### config.mk
export PLATFORM = sky130hd
export DESIGN_NAME = mlp_frame_driver
export DESIGN_NICKNAME = d
export VERILOG_FILES = /design/src/rtl/mlp_frame_driver.sv
export SDC_FILE = /design/constraint.sdc
export NUM_CORES = 1
export LEC_CHECK = 0
export CAP_MARGIN = 15
export CORE_MARGIN = 1.5
export CORE_UTILIZATION = 36
export DETAILED_ROUTE_END_ITERATION = 8
export DONT_BUFFER_PORTS = 1
export GPL_TIMING_DRIVEN = 0
export RECOVER_POWER = 25
export SLEW_MARGIN = 20
export SYNTH_ARGS = -nofsm -noshare
export SYNTH_HDL_FRONTEND = slang
export SYNTH_SLANG_ARGS = --single-unit
### constraint.sdc
create_clock -name clk -period 6.5 [get_ports clk]
set_input_delay 1.3 -clock clk [delete_from_list [all_inputs] [get_ports clk]]
set_output_delay 1.3 -clock clk [all_outputs]
set_load 0.005 [all_outputs]
### src/rtl/mlp_frame_driver.sv
// mlp_frame_driver
//   Host-side driver for the emotion MLP core. Collects a stream of signed int8
//   features into an N_FEAT-wide frame and fires it at the MLP with a one-cycle
//   valid pulse. The frame is held stable while the MLP works. The three class
//   scores are then captured and reduced to an argmax result. That result is
//   returned on a valid/ready handshake.
//
// Ports
//   clk, reset                  clock (rising edge), asynchronous active-low reset
//   s_data/s_valid/s_last       feature byte stream in; s_ready is the accept signal
//   x_flat                      frame to the MLP, feature k at bits [8k+7:8k]
//   mlp_valid_in                one-cycle frame pulse to the MLP
//   mlp_valid_out, y0..y2       MLP result valid and signed class scores
//   m_class/m_score/m_valid     argmax result out; m_ready is the consumer accept
//   err_frame, err_timeout      one-cycle error pulses
//
// Optional feature: define MLP_DRIVER_STATS_EN to add the frames_ok and errors
// event counters (16 bit, wrapping, cleared on reset).

module mlp_frame_driver #(
    parameter int unsigned N_FEAT  = 16,
    parameter int unsigned TIMEOUT = 15
) (
    input  logic                clk,
    input  logic                reset,
    input  logic [7:0]          s_data,
    input  logic                s_valid,
    input  logic                s_last,
    output logic                s_ready,
    output logic [8*N_FEAT-1:0] x_flat,
    output logic                mlp_valid_in,
    input  logic                mlp_valid_out,
    input  logic [15:0]         y0,
    input  logic [15:0]         y1,
    input  logic [15:0]         y2,
    output logic [1:0]          m_class,
    output logic [15:0]         m_score,
    output logic                m_valid,
    input  logic                m_ready,
    output logic                err_frame,
    output logic                err_timeout
`ifdef MLP_DRIVER_STATS_EN
    ,
    output logic [15:0]         frames_ok,
    output logic [15:0]         errors
`endif
);

    localparam int unsigned CW = (N_FEAT > 1) ? $clog2(N_FEAT) : 1;
    localparam int unsigned TW = $clog2(TIMEOUT + 1);
    localparam logic [CW-1:0] CntLast = CW'(N_FEAT - 1);
    localparam logic [TW-1:0] TmoLast = TW'(TIMEOUT - 1);

    typedef enum logic [2:0] {
        StLoad,
        StDrain,
        StFire,
        StWait,
        StOut
    } state_e;

    state_e             state;
    logic [CW-1:0]      cnt;
    logic [TW-1:0]      tmo;

    // Argmax of the live MLP scores; strict compares keep the lowest index on ties.
    logic [1:0]         best_class;
    logic signed [15:0] best_score;

    always_comb begin
        best_class = 2'd0;
        best_score = $signed(y0);
        if ($signed(y1) > best_score) begin
            best_class = 2'd1;
            best_score = $signed(y1);
        end
        if ($signed(y2) > best_score) begin
            best_class = 2'd2;
            best_score = $signed(y2);
        end
    end

    always_ff @(posedge clk or negedge reset) begin
        if (!reset) begin
            state        <= StLoad;
            cnt          <= '0;
            tmo          <= '0;
            s_ready      <= 1'b0;
            x_flat       <= '0;
            mlp_valid_in <= 1'b0;
            m_class      <= 2'd0;
            m_score      <= 16'd0;
            m_valid      <= 1'b0;
            err_frame    <= 1'b0;
            err_timeout  <= 1'b0;
`ifdef MLP_DRIVER_STATS_EN
            frames_ok    <= 16'd0;
            errors       <= 16'd0;
`endif
        end else begin
            mlp_valid_in <= 1'b0;
            err_frame    <= 1'b0;
            err_timeout  <= 1'b0;

            unique case (state)
                StLoad: begin
                    // s_ready comes up here on the first edge after reset release.
                    s_ready <= 1'b1;
                    if (s_valid && s_ready) begin
                        x_flat[8*cnt +: 8] <= s_data;
                        if (s_last) begin
                            cnt <= '0;
                            if (cnt == CntLast) begin
                                state        <= StFire;
                                s_ready      <= 1'b0;
                                mlp_valid_in <= 1'b1;
                                // tmo counts cycles since the pulse, FIRE included.
                                tmo          <= '0;
                            end else begin
                                err_frame <= 1'b1;
`ifdef MLP_DRIVER_STATS_EN
                                errors    <= errors + 16'd1;
`endif
                            end
                        end else if (cnt == CntLast) begin
                            // Frame overran without s_last: drop the rest of it.
                            cnt       <= '0;
                            err_frame <= 1'b1;
                            state     <= StDrain;
`ifdef MLP_DRIVER_STATS_EN
                            errors    <= errors + 16'd1;
`endif
                        end else begin
                            cnt <= cnt + 1'b1;
                        end
                    end
                end

                StDrain: begin
                    if (s_valid && s_ready && s_last) begin
                        state <= StLoad;
                    end
                end

                StFire: begin
                    tmo   <= tmo + 1'b1;
                    state <= StWait;
                end

                StWait: begin
                    if (mlp_valid_out) begin
                        m_class <= best_class;
                        m_score <= best_score;
                        m_valid <= 1'b1;
                        state   <= StOut;
                    end else if (tmo == TmoLast) begin
                        err_timeout <= 1'b1;
                        s_ready     <= 1'b1;
                        state       <= StLoad;
`ifdef MLP_DRIVER_STATS_EN
                        errors      <= errors + 16'd1;
`endif
                    end else begin
                        tmo <= tmo + 1'b1;
                    end
                end

                StOut: begin
                    if (m_ready) begin
                        m_valid <= 1'b0;
                        s_ready <= 1'b1;
                        state   <= StLoad;
`ifdef MLP_DRIVER_STATS_EN
                        frames_ok <= frames_ok + 16'd1;
`endif
                    end
                end

                default: begin
                    state   <= StLoad;
                    s_ready <= 1'b1;
                end
            endcase
        end
    end

endmodule
==> results.md <==
- For this run, asynchronously set or reset flops after synthesis account for 1.000.
- At the worst endpoint, the required time is 6.79 ns.
- The number of iterations in the first detailed-routing pass is 4.
- Hold repair after CTS inserted 0 buffers.
- The final worst-path cycle share is 0.8276.
- For this run, the register share of the synthesized area comes to 0.5098.
- In this run the tightest slew margin relative to its limit is 0.5449.
- In this run the power density over the cells is 347.8 mW/mm^2.
- The number of fillers in the final layout is around 2200.
- The via count of the first global-routing pass is 5949.
- For this configuration, the core starts out at a cell density of 0.3655.
- The worst slack at placement is 0.6463 ns.
- The biggest area consumer among synthesized cells is sky130_fd_sc_hd__dfrtp_1.
- The per-instance average area after synthesis is 10.14 um^2.
- Setup violations remaining at the end of the flow were counted as 0.
- The core area is 0.02176 mm^2.
- The total vias in the final route is just under 6000.
- The post-synth net total is 884.
- The final weighted congestion in routability-driven placement is 0.8127.
- The count of routing violations after the opening detailed-route iteration is between 200 and 250.
- The worst-case IR drop observed on VDD is 0.0001408 V.
- 213 I/O pins were placed.
- The first-pass GRT wire length is 32.94 mm.
- After detailed routing, the total wire length is 21.48 mm.
- The final worst setup slack is 1.121 ns.
- The leakage power is 4.427 nW.
- No sink is reached through more buffers than the 2 on the longest clock path.
- The type of element capturing the critical path is a register.
- Clock-pin slew was measured on the worst setup and hold paths at about 0.07 ns.
- Synthesis handed over a netlist of just under 800 instances.
- The shortest clock period the worst path allows after layout is between 5 and 6 ns.
- The TritonCTS clock tree is done.
- Data arrives at the worst endpoint at 5.67 ns.
- Across every metal layer, demand over resource in global routing totals 0.1881.
- The final number of max-transition violations was 0.
- On the final layout, the worst clock skew is 0.01060 ns.
- The tree is rooted in a sky130_fd_sc_hd__clkbuf_16.
- The insertion delay to the later sink of the worst-skew pair is between 0.4 and 0.5 ns.
- By count the netlist is led by sky130_fd_sc_hd__dfrtp_1, sky130_fd_sc_hd__nand2_1, sky130_fd_sc_hd__inv_1.
- After routing, the total negative slack on setup checks comes to 0 ns.
- The final routed DRC violation total is 0.
- For the pin with the worst max-slew slack, the measured transition is 0.6797 ns.
- After clock tree synthesis, the setup repair step added 0 buffers.
- The number of antenna violations at the first check in global routing is 0.
- Input and output buffers added on the ports amount to 0.
- The number of warnings issued by yosys is 0.
- The CTS H-tree depth is 4.
- The most frequently used flop master after synthesis is sky130_fd_sc_hd__dfrtp_1.
- The clock buffer count from CTS is 17.
- After global routing the overflow that remains totals 0.
- In this run the horizontal extent of the chip is 151.6 um.
- The count of distinct cell types in the synthesized netlist is 53.
- The growth of design area from synthesis to finish is 12.10%.
- The final hold slack is just over 0.5 ns.
- The path class of the tightest hold or removal check is register to register.
- The initialized floorplan defines 54 standard-cell rows.
- The final hold violation count is 0.
- In the final layout, the share of cells above drive strength 1 is 0.1287.
- The number of sinks on the clock net is 162.
- Setup repair after global routing left no endpoint under its margin.
- The die area is roughly 0.023 mm^2.
- The total of cells resized after clock tree synthesis is 0.
- The worst setup path is launched from an input pin.
- The maximum clock frequency is between 0.15 and 0.2 GHz.
- Of the post-synthesis cell area, the dominant cell type holds 0.5098.
- Counting flops and latches in the post-synthesis netlist gives 162.
- In this run the cell area of the synthesized design comes to about 0.0080 mm^2.
- Ranked by total cell area, the synthesized netlist is headed by sky130_fd_sc_hd__dfrtp_1, sky130_fd_sc_hd__nand2_1, sky130_fd_sc_hd__ha_1, sky130_fd_sc_hd__mux2_2, sky130_fd_sc_hd__o21ai_0.
- The maximum number of pins on one net before global-route repair is 163.
- Max-cap violations in this run came to 0.
- The number of enable-type register cells in the synthesized netlist is 0.
- The run finished with clean final reports.
- The repair_antennas step left the layout with diodes totalling 0.
- Detailed placement ended at an HPWL of 15.41 mm.
- The final net count is 903.
- The remaining number of nets flagged by the antenna check after routing is 0.
- The dominant cell by count in the synthesized netlist is sky130_fd_sc_hd__dfrtp_1.
- The highest net fanout along the worst path is 10.
- Dividing the detail-routed wire length by the instance count gives roughly 20 um.
- After detailed routing, the number of vias per cell comes to 5.324.
- The floorplan die height is 151.6 um.
- The critical path is of the input pin to register type.
==> cells by family after synthesis <==
group                      count (synthesis)  share of synthesized area
DFF                                      162                     0.5098
muxes                                     72                    0.09707
AOI/OAI and AO/OA                        147                     0.1174
buffers and inverters                    107                    0.05459
adders and majority gates                 38                    0.05979
and+or+nand+nor                          258                     0.1614
==> metal layers <==
metal  GRT usage  wire length [um]  vias to the layer above  part of all wire
met1      0.2323              8842                     2816              0.41
li1            -                 -                     2797                 -
met4     0.05337               196                        0            0.0091
met2      0.3043              9925                      207              0.46
met3     0.07395              2517                       15              0.12
met5           0                 0                        -                 0
==> state kept, by name (all words and copies together), names as in the netlist <==
| signal | flops |
|---|---|
| s_ready | 1 |
| state | 3 |
| m_class | 2 |
| cnt | 4 |
| m_score | 16 |
| err_timeout | 1 |
| mlp_valid_in | 1 |
| err_frame | 1 |
| tmo | 4 |
| x_flat | 128 |
| m_valid | 1 |
==> worst max-delay path: stages <==
cell,delay (ns)
sky130_fd_sc_hd__inv_1,0.03
sky130_fd_sc_hd__ha_1,0.31
sky130_fd_sc_hd__and4_4,0.22
sky130_fd_sc_hd__nand4_1,0.12
sky130_fd_sc_hd__a2bb2oi_1,0.42
sky130_fd_sc_hd__clkbuf_1,0.47
sky130_fd_sc_hd__o32ai_1,0.18
sky130_fd_sc_hd__a31oi_1,0.34
sky130_fd_sc_hd__ha_1,0.36
sky130_fd_sc_hd__and4_1,0.23
sky130_fd_sc_hd__a221o_1,0.35
sky130_fd_sc_hd__a31oi_1,0.22
sky130_fd_sc_hd__o21ai_0,0.16
sky130_fd_sc_hd__nand4b_1,0.34
sky130_fd_sc_hd__clkbuf_1,0.44
sky130_fd_sc_hd__o221ai_1,0.17
==> worst paths after layout <==
check | from | endpoint | slack, ns | cells after the start
worst max-delay path | y0[14] | m_score[8] | 1.12 | 16
worst min-delay path | x_flat[118] | x_flat[118] | 0.50 | 2
worst max register to register | cnt[0] | x_flat[60] | 3.33 | 7
worst min register to register | x_flat[118] | x_flat[118] | 0.50 | 2
max in group asynchronous | reset | m_score[2] | 5.71 | 0
min in group asynchronous | reset | x_flat[87] | 0.57 | 0
==> placed cells by master, fill, tap and decap left out, types with 4 or more instances in the layout <==
cell,n
sky130_fd_sc_hd__ha_1,38
sky130_fd_sc_hd__clkbuf_16,17
sky130_fd_sc_hd__inv_8,4
sky130_fd_sc_hd__o21ai_0,67
sky130_fd_sc_hd__nand3_1,17
sky130_fd_sc_hd__a21oi_1,8
sky130_fd_sc_hd__clkinv_8,5
sky130_fd_sc_hd__o21ai_1,5
sky130_fd_sc_hd__and2_1,19
sky130_fd_sc_hd__a21o_1,4
sky130_fd_sc_hd__dfrtp_1,162
sky130_fd_sc_hd__nand2b_1,5
sky130_fd_sc_hd__nor2_1,17
sky130_fd_sc_hd__o32ai_1,17
sky130_fd_sc_hd__a31oi_1,20
sky130_fd_sc_hd__mux2_2,41
sky130_fd_sc_hd__buf_2,13
sky130_fd_sc_hd__and3_1,7
sky130_fd_sc_hd__nand4_1,20
sky130_fd_sc_hd__inv_1,71
sky130_fd_sc_hd__clkbuf_1,20
sky130_fd_sc_hd__nand2_1,134
sky130_fd_sc_hd__o221ai_1,16
sky130_fd_sc_hd__and4_1,5
sky130_fd_sc_hd__mux2i_1,31
sky130_fd_sc_hd__nor3_1,5
==> per-stage QoR <==
step	total power [mW]	area [um^2]	cells	util
4_1_cts	3.132	8915	1096	0.4098
2_1_floorplan	1.890	7953	784	-
5_1_grt	3.309	8915	1096	0.4098
3_5_place_dp	2.099	8303	1064	0.3816
3_3_place_gp	2.082	8303	1064	0.3816
6_report	3.101	8915	1096	0.4098
==> area by class of cell <==
type                       count  area (um^2)  area share
sequential                   162         4054      0.4547
multi-input combinational    515         3465      0.3886
clock buffer                  17        425.4     0.04772
tap                          280        350.3     0.03930
inverter                      71        266.5     0.02989
clock inverter                15        186.4     0.02091
buffer                        36        167.7     0.01881
==> power breakdown <==
group / internal [mW] / switching, mW / total (mW)
sequential: 1.22 / 0.190 / 1.41
clock: 0.526 / 0.500 / 1.03
combinational: 0.256 / 0.414 / 0.670
Power figures use the tool's default switching activity.
